**src/rtl/serial_subtractor_pkg.sv**
```systemverilog
// Shared definitions for the bit-serial subtractor: FSM state encoding.
package serial_subtractor_pkg;

  typedef enum logic [1:0] {
    IDLE  = 2'd0,
    SHIFT = 2'd1,
    DONE  = 2'd2
  } state_t;

endpackage

```
**src/rtl/serial_subtractor_full_subtractor.sv**
```systemverilog
// One-bit subtractor cells: a half subtractor and a full subtractor made of
// two half subtractors with their borrows ORed together.
module half_subtractor (
  input  logic a,
  input  logic b,
  output logic d,
  output logic bo
);

  // difference and borrow of a - b
  always_comb begin
    d  = a ^ b;
    bo = ~a & b;
  end

endmodule

module full_subtractor (
  input  logic a,
  input  logic b,
  input  logic bin,
  output logic d,
  output logic bout
);

  logic d1;
  logic b1;
  logic b2;

  half_subtractor u_hs_ab (
    .a  (a),
    .b  (b),
    .d  (d1),
    .bo (b1)
  );

  half_subtractor u_hs_bin (
    .a  (d1),
    .b  (bin),
    .d  (d),
    .bo (b2)
  );

  // at most one stage can borrow, so OR merges them
  always_comb begin
    bout = b1 | b2;
  end

endmodule

```
**src/rtl/serial_subtractor.sv**
```systemverilog
// Bit-serial unsigned subtractor: diff = a - b, one bit per cycle, LSB first.
//
// state | meaning
// ------+-----------------------------------------------------------------
// IDLE  | waiting for start; result outputs hold the last difference
// SHIFT | one bit per cycle through the full subtractor, busy=1
// DONE  | one cycle, done=1, diff/borrow valid; start here begins a new op
module serial_subtractor
  import serial_subtractor_pkg::*;
#(
  parameter int WIDTH = 4
) (
  input  logic             clk,
  input  logic             rst,
  input  logic             start,
  input  logic [WIDTH-1:0] a,
  input  logic [WIDTH-1:0] b,
  output logic             busy,
  output logic             done,
  output logic [WIDTH-1:0] diff,
  output logic             borrow
);

  localparam int CNT_W = $clog2(WIDTH) + 1;
  localparam logic [CNT_W-1:0] LAST_CNT = CNT_W'(WIDTH - 1);

  state_t           state;
  state_t           state_nxt;
  logic [WIDTH-1:0] ra;
  logic [WIDTH-1:0] rb;
  logic [WIDTH-2:0] dsr;
  logic [WIDTH-1:0] dsr_cat;
  logic [CNT_W-1:0] cnt;
  logic             bin;
  logic             d;
  logic             bout;
  logic             load;
  logic             shift_en;
  logic             last_bit;

  full_subtractor u_fs (
    .a    (ra[0]),
    .b    (rb[0]),
    .bin  (bin),
    .d    (d),
    .bout (bout)
  );

  // new bit joins the partial result from the top; dsr keeps bits already done
  always_comb begin
    dsr_cat  = {d, dsr};
    last_bit = (cnt == LAST_CNT);
  end

  // state register
  always_ff @(posedge clk) begin
    if (rst) state <= IDLE;
    else     state <= state_nxt;
  end

  // next state and Moore outputs; DONE also accepts a back-to-back start
  always_comb begin
    state_nxt = state;
    busy      = 1'b0;
    done      = 1'b0;
    load      = 1'b0;
    shift_en  = 1'b0;
    case (state)
      IDLE: begin
        if (start) begin
          load      = 1'b1;
          state_nxt = SHIFT;
        end
      end
      SHIFT: begin
        busy     = 1'b1;
        shift_en = 1'b1;
        if (last_bit) state_nxt = DONE;
      end
      DONE: begin
        done = 1'b1;
        if (start) begin
          load      = 1'b1;
          state_nxt = SHIFT;
        end else begin
          state_nxt = IDLE;
        end
      end
      default: state_nxt = IDLE;
    endcase
  end

  // operand shift registers, borrow flop, counter and result capture;
  // the result is written on the last bit so it is already valid while done=1
  always_ff @(posedge clk) begin
    if (rst) begin
      ra     <= '0;
      rb     <= '0;
      dsr    <= '0;
      bin    <= 1'b0;
      cnt    <= '0;
      diff   <= '0;
      borrow <= 1'b0;
    end else if (load) begin
      ra  <= a;
      rb  <= b;
      bin <= 1'b0;
      cnt <= '0;
    end else if (shift_en) begin
      ra  <= ra >> 1;
      rb  <= rb >> 1;
      dsr <= dsr_cat[WIDTH-1:1];
      bin <= bout;
      cnt <= cnt + CNT_W'(1);
      if (last_bit) begin
        diff   <= dsr_cat;
        borrow <= bout;
      end
    end
  end

endmodule
```
**config.mk**
```make
export PLATFORM = sky130hd
export DESIGN_NAME = serial_subtractor
export DESIGN_NICKNAME = d
export VERILOG_FILES = /design/src/rtl/serial_subtractor_pkg.sv /design/src/rtl/serial_subtractor_full_subtractor.sv /design/src/rtl/serial_subtractor.sv
export SDC_FILE = /design/constraint.sdc
export NUM_CORES = 1
export LEC_CHECK = 0
export BUFFER_PORTS_ARGS = -buffer_cell sky130_fd_sc_hd__buf_2
export CORE_UTILIZATION = 50
export DETAILED_ROUTE_END_ITERATION = 7
export GPL_TIMING_DRIVEN = 1
export PLACE_DENSITY_LB_ADDON = 0.08
export SYNTH_ARGS = -nofsm -noshare
export SYNTH_HDL_FRONTEND = slang
export SYNTH_SLANG_ARGS = --single-unit
```
**constraint.sdc**
```tcl
create_clock -name clk -period 1.63 [get_ports clk]
set_input_delay 0.326 -clock clk [delete_from_list [all_inputs] [get_ports clk]]
set_output_delay 0.326 -clock clk [all_outputs]
set_load 0.01 [all_outputs]
```
==> qor.yml <==
drive_gt1_share_pct: 33.3
detail_route.wirelength_mm: 1.74
die_h_um: 46.7
outcome: "completed"
synth_warnings: 0
cts_tree: "built"
syn_to_final_growth_pct: 13.4
synthSimpleGateAreaFrac_pct: 19.2
synthArstFlopShare_pct: 0
worst-r2r-cell-count: 5
clkTransAtPathRegs_ns: 0.11
clock-sinks: 22
yosysMostFrequentCell: "dfxtp_1"
grt_max_degree: 23
final_cell_area_mm2: 0.00113
criticalPathCategory: "reg -> out"
h-tree-depth: 1
first_global_vias: 631
synth_top_family_by_area: "compound AO/OA/AOI/OAI gates"
power.leakage_nw: 0.436
root_buffer: "clkbuf_4"
end_kind: "output pin"
ir_drop_mv: 0.702
coreArea_mm2: 0.00180
multi_input_area_um2: 473
seqCellArea_um2: 442
p_per_area_mw_per_mm2: 924
ant_nets: 0
worstPathRequired_ns: 1.30
maxSlewViolCount: 0
clk_latency_ns: 0.30
via_per_inst: 5.20
drtIter0Drc: 6
synth_compound_area_share_pct: 19.8
rsz0062_at_grt: "no"
dr.pass1.iters: 5
synth_flop_cell: "dfxtp_1"
fin_worst_skew_ns: 0.00255
port_buffers: 17
fmax_mhz: 671
tns_ns: 0
synth.area.top_cells: "dfxtp_1, a311oi_2, a2111oi_4"
syn_inst: 99
yosysTopAreaCell: "dfxtp_1"
routabilityCongestion: 0.695
worstHoldStart: "b[3]"
detail_route.wl_per_cell_um: 12.3
ios: 18
overflow: 0
pre_cts_slack_ns: 0.259
path_max_fanout: 22
ys_ff_latch: 22
start_util_pct: 55.4
p_switching_uw: 268
combPwrFrac_pct: 16.6
slew_headroom_pct: 66.4
setup_violations: 0
fill_cells: 167
muxShareOfSynthArea_pct: 3.01
syn_area_um2: 998
synth_xor_area_share_pct: 0.877
timing.rr.start: "cnt[0]$_SDFFE_PP0N_"
worst_pin_slew_ns: 0.504
place_area_mm2: 0.00105
chipWidth_um: 46.7
hpwl_mm: 1.18
synth_adder_area_share_pct: 4.51
dieArea_mm2: 0.00218
antenna_found_initial: 0
grtUsageTotal_pct: 18.4
synth_cell_type_count: 29
period_share_pct: 91.4
sw_frac_of_total_pct: 25.7
diodes: 0
grt_pass1_wl_mm: 2.76
cts_buffer_depth: 2
holdWs_ns: 0.305
report.final.hold_viol_count: 0
synth_edf_count: 0
drc: 0
worstPathArrival_ns: 1.16
min_path_type: "in -> reg"
placementRows: 15
nNetsFinal: 132
cts_buffers: 3
mappedNetlistNets: 113
cp-startpoint: "state[1]$_SDFFE_PP0P_"
avgSynthCellArea_um2: 10.1
dr_total_vias: 738
synthTopCellsByCount: "dfxtp_1, nand2_1, nor3_1"
yosysSeqAreaShare_pct: 44.1
p_total_mw: 1.05
pwr-share-clk_pct: 27.6
p_seq_share_pct: 55.9
hold_depth: 3
synth.top_cell.area_share_pct: 44.1
p_int_uw: 777
setup_ws_ns: 0.140
drv_cap: 0
start_kind: "flip-flop"
min_period_ns: 1.49
==> registers in the layout (all words and copies together), names as in the netlist <==
| name | flops |
|---|---|
| dsr | 3 |
| ra | 4 |
| bin | 1 |
| diff | 4 |
| borrow | 1 |
| rb | 4 |
| cnt | 3 |
| state | 2 |
==> cells by family (layout without fill, tap and decap cells) <==
| kind of cell | count (synthesis) | in the layout |
|---|---|---|
| compound gates | 19 | 19 |
| xor+xnor | 1 | 1 |
| fa+ha+maj | 3 | 3 |
| buf+inv | 12 | 30 |
| flops | 22 | 22 |
| mux | 3 | 3 |
| simple gates | 39 | 39 |
==> area by class of cell <==
type	instances	area share, %
multi-input combinational	65	41.8
sequential	22	39.0
timing repair buffer	22	10.8
clock buffer	4	3.20
tap	25	2.76
inverter	4	2.43
==> power groups by stage <==
stage,clock [mW],combinational (mW),sequential (mW)
finish,0.288,0.173,0.584
detailed placement,0,0.160,0.596
floorplan,0,0.143,0.592
global placement,0,0.156,0.595
CTS,0.298,0.163,0.584
global route,0.320,0.192,0.588
==> routing by layer <==
layer | vias up | part of all wire [%] | wire [um] | track usage, %
met1 | 339 | 49 | 858 | 24.2
met5 | - | 0 | 0 | 0
met2 | 20 | 44 | 770 | 28.6
met3 | 2 | 5.6 | 98 | 5.88
li1 | 377 | - | - | -
met4 | 0 | 0.86 | 15 | 5.14
==> through the flow <==
step,std cells,utilization [%]
after floorplan,99,-
after global placement,134,58.5
after detailed placement,134,58.5
after CTS,138,60.8
after global routing,142,62.8
final,142,62.8
==> worst paths after layout <==
kind | endpoint | slack (ns)
max reg2reg | diff[2]$_SDFFE_PP0P_ | 0.25
max | busy | 0.14
min | rb[3]$_SDFFE_PP0P_ | 0.31
min reg2reg | diff[1]$_SDFFE_PP0P_ | 0.46
==> repair_timing <==
| item | in CTS | in global routing |
|---|---|---|
| pin swaps | 0 | 0 |
| endpoints found under the setup margin | 1 | 1 |
| setup buffers | 0 | 4 |
| resized for setup | 2 | 2 |
| hold buffers | 0 | 0 |
==> critical path, cell delays in order (launching register included) <==
cell and delay (ns):
dfxtp_1 0.36, nand2b_4 0.20, clkinv_8 0.13, buf_2 0.16
==> placed cells by master (no fill, tap or decap), drive strengths merged <==
master   synthesis  layout
a2111oi          2       2
a21oi            8       8
a311oi           4       4
and2b            1       1
buf              7      22
clkbuf           1       4
clkinv           0       1
dfxtp           22      22
fa               1       1
ha               2       2
inv              4       3
mux2i            3       3
nand2           14      14
nand2b           2       2
nand3            4       4
nand3b           1       1
nor2             6       6
nor2b            1       1
nor3            10      10
o21a             1       1
o22ai            4       4
xnor2            1       1
(Power assumes the default switching activity.)
